--- src/rtl/iterative_divider.sv ---
// rtl/iterative_divider.sv - multi-cycle RV32M DIV/DIVU/REM/REMU unit, restoring shift-subtract
// The per-iteration 32-bit subtraction runs in an external DSP subtractor via the sub_* ports.
module iterative_divider (
  input  logic        clk,
  input  logic        reset,
  input  logic        start,
  input  logic [1:0]  op,
  input  logic [31:0] dividend,
  input  logic [31:0] divisor,
  output logic [31:0] sub_in1,
  output logic [31:0] sub_in2,
  input  logic [31:0] sub_out,
  output logic        busy,
  output logic        done,
  output logic [31:0] result
);

  typedef enum logic [2:0] {
    S_IDLE  = 3'd0,
    S_SETUP = 3'd1,
    S_ITER  = 3'd2,
    S_FIX   = 3'd3,
    S_DONE  = 3'd4
  } state_t;

  state_t      state, state_nxt;
  logic [1:0]  op_q;
  logic [31:0] rem_q;
  logic [31:0] quo_q;
  logic [31:0] dvs_q;
  logic [31:0] result_q;
  logic [4:0]  cnt_q;
  logic        neg_q_q;
  logic        neg_r_q;

  logic        div_by_zero;
  logic        overflow;
  logic        special;
  logic [31:0] shifted;
  logic        top;
  logic        borrow;
  logic        ge;

  // In SETUP quo_q/dvs_q still hold the raw operands captured at acceptance.
  assign div_by_zero = (dvs_q == 32'd0);
  assign overflow    = ~op_q[0] && (quo_q == 32'h8000_0000) && (dvs_q == 32'hFFFF_FFFF);
  assign special     = div_by_zero || overflow;

  // 33-bit partial remainder {top, shifted}; top set means it already exceeds any divisor.
  assign shifted = {rem_q[30:0], quo_q[31]};
  assign top     = rem_q[31];
  assign borrow  = (~shifted[31] & dvs_q[31]) | (~(shifted[31] ^ dvs_q[31]) & sub_out[31]);
  assign ge      = top | ~borrow;

  always_ff @(posedge clk) begin
    if (reset) begin
      state <= S_IDLE;
    end else begin
      state <= state_nxt;
    end
  end

  always_comb begin
    state_nxt = state;
    case (state)
      S_IDLE:  if (start) state_nxt = S_SETUP;
      S_SETUP: state_nxt = special ? S_DONE : S_ITER;
      S_ITER:  if (cnt_q == 5'd0) state_nxt = S_FIX;
      S_FIX:   state_nxt = S_DONE;
      S_DONE:  state_nxt = S_IDLE;
      default: state_nxt = S_IDLE;
    endcase
  end

  always_comb begin
    busy    = (state != S_IDLE);
    done    = (state == S_DONE);
    sub_in1 = (state == S_ITER) ? shifted : rem_q;
    sub_in2 = dvs_q;
    result  = result_q;
  end

  always_ff @(posedge clk) begin
    if (reset) begin
      op_q     <= 2'd0;
      rem_q    <= 32'd0;
      quo_q    <= 32'd0;
      dvs_q    <= 32'd0;
      result_q <= 32'd0;
      cnt_q    <= 5'd0;
      neg_q_q  <= 1'b0;
      neg_r_q  <= 1'b0;
    end else begin
      case (state)
        S_IDLE: begin
          if (start) begin
            op_q  <= op;
            quo_q <= dividend;
            dvs_q <= divisor;
          end
        end
        S_SETUP: begin
          rem_q <= 32'd0;
          cnt_q <= 5'd31;
          if (!op_q[0]) begin
            quo_q   <= quo_q[31] ? -quo_q : quo_q;
            dvs_q   <= dvs_q[31] ? -dvs_q : dvs_q;
            neg_q_q <= quo_q[31] ^ dvs_q[31];
            neg_r_q <= quo_q[31];
          end else begin
            neg_q_q <= 1'b0;
            neg_r_q <= 1'b0;
          end
          if (div_by_zero) begin
            result_q <= op_q[1] ? quo_q : 32'hFFFF_FFFF;
          end else if (overflow) begin
            result_q <= op_q[1] ? 32'd0 : 32'h8000_0000;
          end
        end
        S_ITER: begin
          rem_q <= ge ? sub_out : shifted;
          quo_q <= {quo_q[30:0], ge};
          cnt_q <= cnt_q - 5'd1;
        end
        S_FIX: begin
          if (op_q[1]) begin
            result_q <= neg_r_q ? -rem_q : rem_q;
          end else begin
            result_q <= neg_q_q ? -quo_q : quo_q;
          end
        end
        default: ;
      endcase
    end
  end

endmodule

--- config.mk ---
export PLATFORM = sky130hd
export DESIGN_NAME = iterative_divider
export DESIGN_NICKNAME = d
export VERILOG_FILES = /design/src/rtl/iterative_divider.sv
export SDC_FILE = /design/constraint.sdc
export NUM_CORES = 1
export LEC_CHECK = 0
export BUFFER_PORTS_ARGS = -buffer_cell sky130_fd_sc_hd__buf_2
export CAP_MARGIN = 15
export CORE_UTILIZATION = 56
export CTS_BUF_LIST = sky130_fd_sc_hd__clkbuf_4 sky130_fd_sc_hd__clkbuf_8 sky130_fd_sc_hd__clkbuf_16
export CTS_CLUSTER_SIZE = 20
export DETAILED_ROUTE_END_ITERATION = 10
export GPL_TIMING_DRIVEN = 1
export PLACE_DENSITY = 0.89
export SYNTH_ARGS = -nofsm -noshare
export SYNTH_HDL_FRONTEND = slang
export SYNTH_SLANG_ARGS = --single-unit
--- constraint.sdc ---
create_clock -name clk -period 3.15 [get_ports clk]
set_input_delay 0.4725 -clock clk [delete_from_list [all_inputs] [get_ports clk]]
set_output_delay 0.4725 -clock clk [all_outputs]
set_load 0.005 [all_outputs]
=== Word level (Yosys, flattened, before mapping) ===
Index checks and enable logic that the tools add are counted.

* Add/subtract/negate cells: 4
* Equal/unequal tests: 12
* Mux-type cells: 26
* Bitwise operators: 10
* Reductions and logical operators: 18

{| class="wikitable"
|+ Operator list
! kind !! count
|-
| 2-to-1 mux 32 bit || 15
|-
| case mux 32 bit (2 select lines) || 3
|-
| negator 32 bit || 3
|-
| case mux 32 bit (3 select lines) || 1
|-
| equality test 32 bit, second input constant || 2
|-
| logical NOT 32 bit || 1
|-
| case mux 3 bit (4 select lines) || 1
|-
| != test 2 bit, second input constant || 5
|-
| case mux 5 bit (2 select lines) || 1
|-
| 2-to-1 mux 3 bit || 3
|-
| AND reduction 4 bit || 2
|-
| equality test 3 x 2 -> 1 bit, second input constant || 2
|-
| AND reduction 2 bit || 3
|-
| AND reduction 3 bit || 2
|-
| nonzero test 2 bit || 3
|-
| nonzero test 3 bit || 2
|-
| logical NOT 5 bit || 1
|-
| subtractor 5 x 1 -> 5 bit, second input constant || 1
|-
| NOT 1 bit || 4
|-
| equality test 3 x 1 -> 1 bit, second input constant || 1
|-
| equality test 3 bit, second input constant || 1
|-
| logical NOT 3 bit || 1
|-
| != test 3 bit, second input constant || 1
|-
| bitwise AND 1 bit || 2
|-
| other kinds (5) || 9
|}

* Bits in registers: 140
* Input bits: 101
* Output and inout port bits: 98
* Logic and storage cells: 81

=== Depth between registers and ports, before layout ===
* Word-level depth: 8
* Depth in mapped cells: 11
* Mapped depth without buffers: 8

=== Least setup slack after synthesis ===
No wires, ideal clock.

* Kind: register to register
* Start: reg rem_q[0]
* End: reg result_q[24], in the netlist result[24]
* Library setup time: 0.058 ns
* Arrival time: 2.664 ns
* Data required time: 3.092 ns
* Setup slack: 0.428 ns
* Cell stages (with the launch flop): 11
* Path buffers: 2
* Clock period less this slack: 2.722 ns
* Path through: dfxtp_1 inv_1 ha_1 or3b_2 clkbuf_1 or4_1 buf_2 nor4_1 mux2_2 a211oi_1 a211o_1

* Word-level cells in the longest chain between the ends: 4

{| class="wikitable"
|+ Ends and longest elaborated chain
! item !! line !! source
|-
| from (decl) || 28 || <nowiki>logic [31:0] rem_q;</nowiki>
|-
| from (signal assigned) || 121 || <nowiki>rem_q <= ge ? sub_out : shifted;</nowiki>
|-
| negator 32 bit || 127 || <nowiki>result_q <= neg_r_q ? -rem_q : rem_q;</nowiki>
|-
| 2-to-1 mux 32 bit || 127 ||
|-
| 2-to-1 mux 32 bit || 126 || <nowiki>if (op_q[1]) begin</nowiki>
|-
| case mux 32 bit (2 select lines) || 94 || <nowiki>case (state)</nowiki>
|-
| to (signal assigned) || 115 || <nowiki>result_q <= op_q[1] ? quo_q : 32'hFFFF_FFFF;</nowiki>
|-
| to (signal assigned) || 127 ||
|-
| to (signal assigned) || 129 || <nowiki>result_q <= neg_q_q ? -quo_q : quo_q;</nowiki>
|-
| to (decl) || 31 || <nowiki>logic [31:0] result_q;</nowiki>
|}

No other way between the ends.
A chain may end at the register's enable or synchronous reset.

=== Final worst setup path ===
* Start: reg state[1]
* End: out sub_in1[7]

* Word-level cells in the longest chain between the ends: 2

{| class="wikitable"
|+ Ends and longest elaborated chain
! item !! line !! source
|-
| from (decl) || 26 || <nowiki>state_t state, state_nxt;</nowiki>
|-
| from (signal assigned) || 59 || <nowiki>state <= state_nxt;</nowiki>
|-
| equality test 3 x 2 -> 1 bit || 78 || <nowiki>sub_in1 = (state == S_ITER) ? shifted : rem_q;</nowiki>
|-
| 2-to-1 mux 32 bit || 78 ||
|-
| to (decl) || 10 || <nowiki>output logic [31:0] sub_in1,</nowiki>
|}

No other way between the ends.

==> metrics <==
status=finished clean; Core ar.=around 0.017 mm2; maximum clock frequency=approximately 0.33 GHz; synthesized cell area=0.00979 mm2; combinational power share=35.7%; async set-reset flop share out of synthesis=0%; clock power share=31.4%; initial detailed-routing violation count=1636; latest clock arrival within the worst-skew pair=440 ps; peak supply drop=around 0.00048 V; RePlAce Congestion=0.927; layout cells sized above 1=about a fifth; WP data arrival=between 2000 and 3000 ps; multi-input gate area in the final layout=0.00637 mm2; R2R depth=7; largest net degree at the start of global routing=86; Worst Setup End Kind=primary output; Total Neg Setup Slack=0 ps; Die X=134 um; CTS buffer count=17; synth warn=0; CTS tree=built; number of remaining DRC errors=0; Syn Area/Cell=slightly above 7 um2; number of global-route vias before repair=10400; Yosys reg bits=140; PortBufs=198; total I/O pin count=199; post-layout min period=3000 ps; crit path max fanout=49; Flop pwr share=around 33%; Pleak=just under 5 nW; Distinct cells, synth=76; fin nets=1622; Worst setup SP type=flip-flop; Placement Setup Slack=195 ps; DIE AREA=0.0180 mm2; Final Hold Viols=0; CTS Root Cell=clkbuf_16; total gr overflow=0; CP startpoint=state[1]; PwrDens=579 mW/mm2; RR Startpoint=sub_in2[10]; switch share=38.6%; area growth from synthesis to layout=17.8%; synth top area cells=dfxtp_1 (29%), nand2_1 (8.8%), a21oi_1 (6.0%); first-pass GRT wire length=53400 um; worst hold-check path type=in -> reg; CTS Buffer Depth=2; drt wl/cell=roughly 19 um; part of the cycle the worst path needs=95.2%; register area share after synthesis=between 20% and 30%; Net Sw Power=2.58 mW; initial core utilization=around 58%; r2r endpoint=result[25]; Mapped Nets=1500; Crit path required time=2680 ps; Fillers=1388; Slew Viols, Final=0; final setup skew=8.80 ps; DP Wirelength=around 22000 um; post-synth top area cell=dfxtp_1; CP endpoint=sub_in1[7]; share of Yosys cell area claimed by the top area cell type=28.6%; total routed wirelength=33200 um; Die Ht=134 um; max_cap viols=0; EDFF count, synth=0; Pre-antenna DRT Iters=6; clk slew on worst S/H paths=70 ps; worst slew pin tran=1150 ps; RSZ-0062 raised after global routing=no; Vias/cell=about 6.6; Mapped Cells=between 1000 and 1500; antenna violations before repair=1; Total GRT Usage=36.8%; reg2reg setup slack=between 150 and 200 ps; setup violation total in the final timing report=0; antenna-violating nets left=0; Reg area=between 0.002 and 0.003 mm2; via total after detailed routing=approximately 12000; row cnt=47; CTS sink cnt=140; Slew HR=23.1%; Int Power=slightly above 4 mW; main flop type after synthesis=dfxtp_1; final setup margin=151 ps; DP Area=0.0109 mm2; final design instance area without fill=0.0115 mm2; crit path kind=reg -> out; H-tree depth=4
## layout by cell type (no fill, tap or decap), types with 16 or more instances in the layout
master     Yosys  final
nand3_1       16     16
buf_4          2     54
a21oi_1      118    118
nand2_1      229    229
inv_1         17     17
xnor2_1       17     17
nor3_1        44     44
or4_1         17     16
o31ai_1       40     40
xor2_1        33     33
nor4_1        36     35
buf_2          4    197
o21ai_0       68     68
dfxtp_1      140    140
clkbuf_16      0     17
nor2_1       150    148
a22oi_1       40     40
or3_1         23     21
a22o_1        17     17
## per-layer routing
metal | vias up | routed length (um) | GRT usage (%)
li1 | 5324 | - | -
met5 | - | 0 | 0
met4 | 0 | 1280 | 16.9
met2 | 791 | 14500 | 55.6
met1 | 5338 | 13500 | 50.1
met3 | 129 | 3970 | 7.67
## cell type report
cell class                 instances  share of cell area, %
clock buffer                      19                   3.87
tap                              220                   2.39
antenna                            1                 0.0217
timing repair buffer             252                   12.2
multi-input combinational       1085                   55.3
inverter                          17                  0.553
sequential                       140                   24.3
clock inverter                    13                   1.42
## flip-flops by register name, indices dropped and copies added, names as in the netlist
| register | flops |
|---|---|
| cnt_q | 5 |
| neg_q_q | 1 |
| neg_r_q | 1 |
| op_q | 2 |
| quo_q | 32 |
| rem_q | 32 |
| result | 32 |
| state | 3 |
| sub_in2 | 32 |
## logic make-up after synthesis
group,synth area share [%]
XOR/XNOR,4.47
AO/OA/AOI/OAI,29.3
AND/OR/NAND/NOR,28.3
multiplexers,1.57
flip-flops,28.6
buffers and inverters,6.73
adder cells (fa/ha/maj),1.02
## worst max-delay path, stage by stage, from the launching register on
cell	delay [ps]
dfxtp_1	580
inv_1	190
or3_2	640
buf_4	350
nand2_1	130
nand2_1	60
buf_2	120
## worst min path at each step
stage               cells after the start          end   startpoint
floorplan                               1     cnt_q[4]     cnt_q[4]
global placement                        2    result[1]    result[1]
detailed placement                      1    result[4]    result[4]
CTS                                     3  sub_in2[24]  divisor[24]
global route                            3  sub_in2[28]  divisor[28]
finish                                  3  sub_in2[24]  divisor[24]
## power by group through the flow
| stage | sequential (mW) | clock (mW) | combinational [mW] |
|---|---|---|---|
| after global placement | 2.21 | 0 | 2.21 |
| after floorplan | 2.10 | 0 | 1.65 |
| after global routing | 2.22 | 2.18 | 2.59 |
| after CTS | 2.18 | 2.09 | 2.29 |
| after detailed placement | 2.22 | 0 | 2.26 |
| final | 2.20 | 2.10 | 2.39 |
## stage by stage
stage	utilization, %	hold WS (ps)	power [mW]	cells
finish	68.6	256	6.68	1747
global route	68.6	299	6.98	1747
CTS	68.3	265	6.56	1745
detailed placement	64.7	464	4.47	1713
global placement	64.7	457	4.42	1713
floorplan	-	443	3.75	1391
## Yosys cell counts (all sizes together) (20+ instances only)
| master | count |
|---|---|
| nor2 | 150 |
| a22o | 20 |
| a21oi | 119 |
| o21ai | 71 |
| clkbuf | 131 |
| xor2 | 33 |
| nand2 | 230 |
| or4 | 20 |
| dfxtp | 140 |
| nor4 | 38 |
| a22oi | 40 |
| o31ai | 40 |
| or3 | 23 |
| nor3 | 45 |
## repair_timing
action                     in CTS  in global routing
hold buffers                    0                  0
buffers inserted                0                  0
gates resized for setup         0                  4
setup endpoints to repair       0                 13
Power figures use the tool's default switching activity.
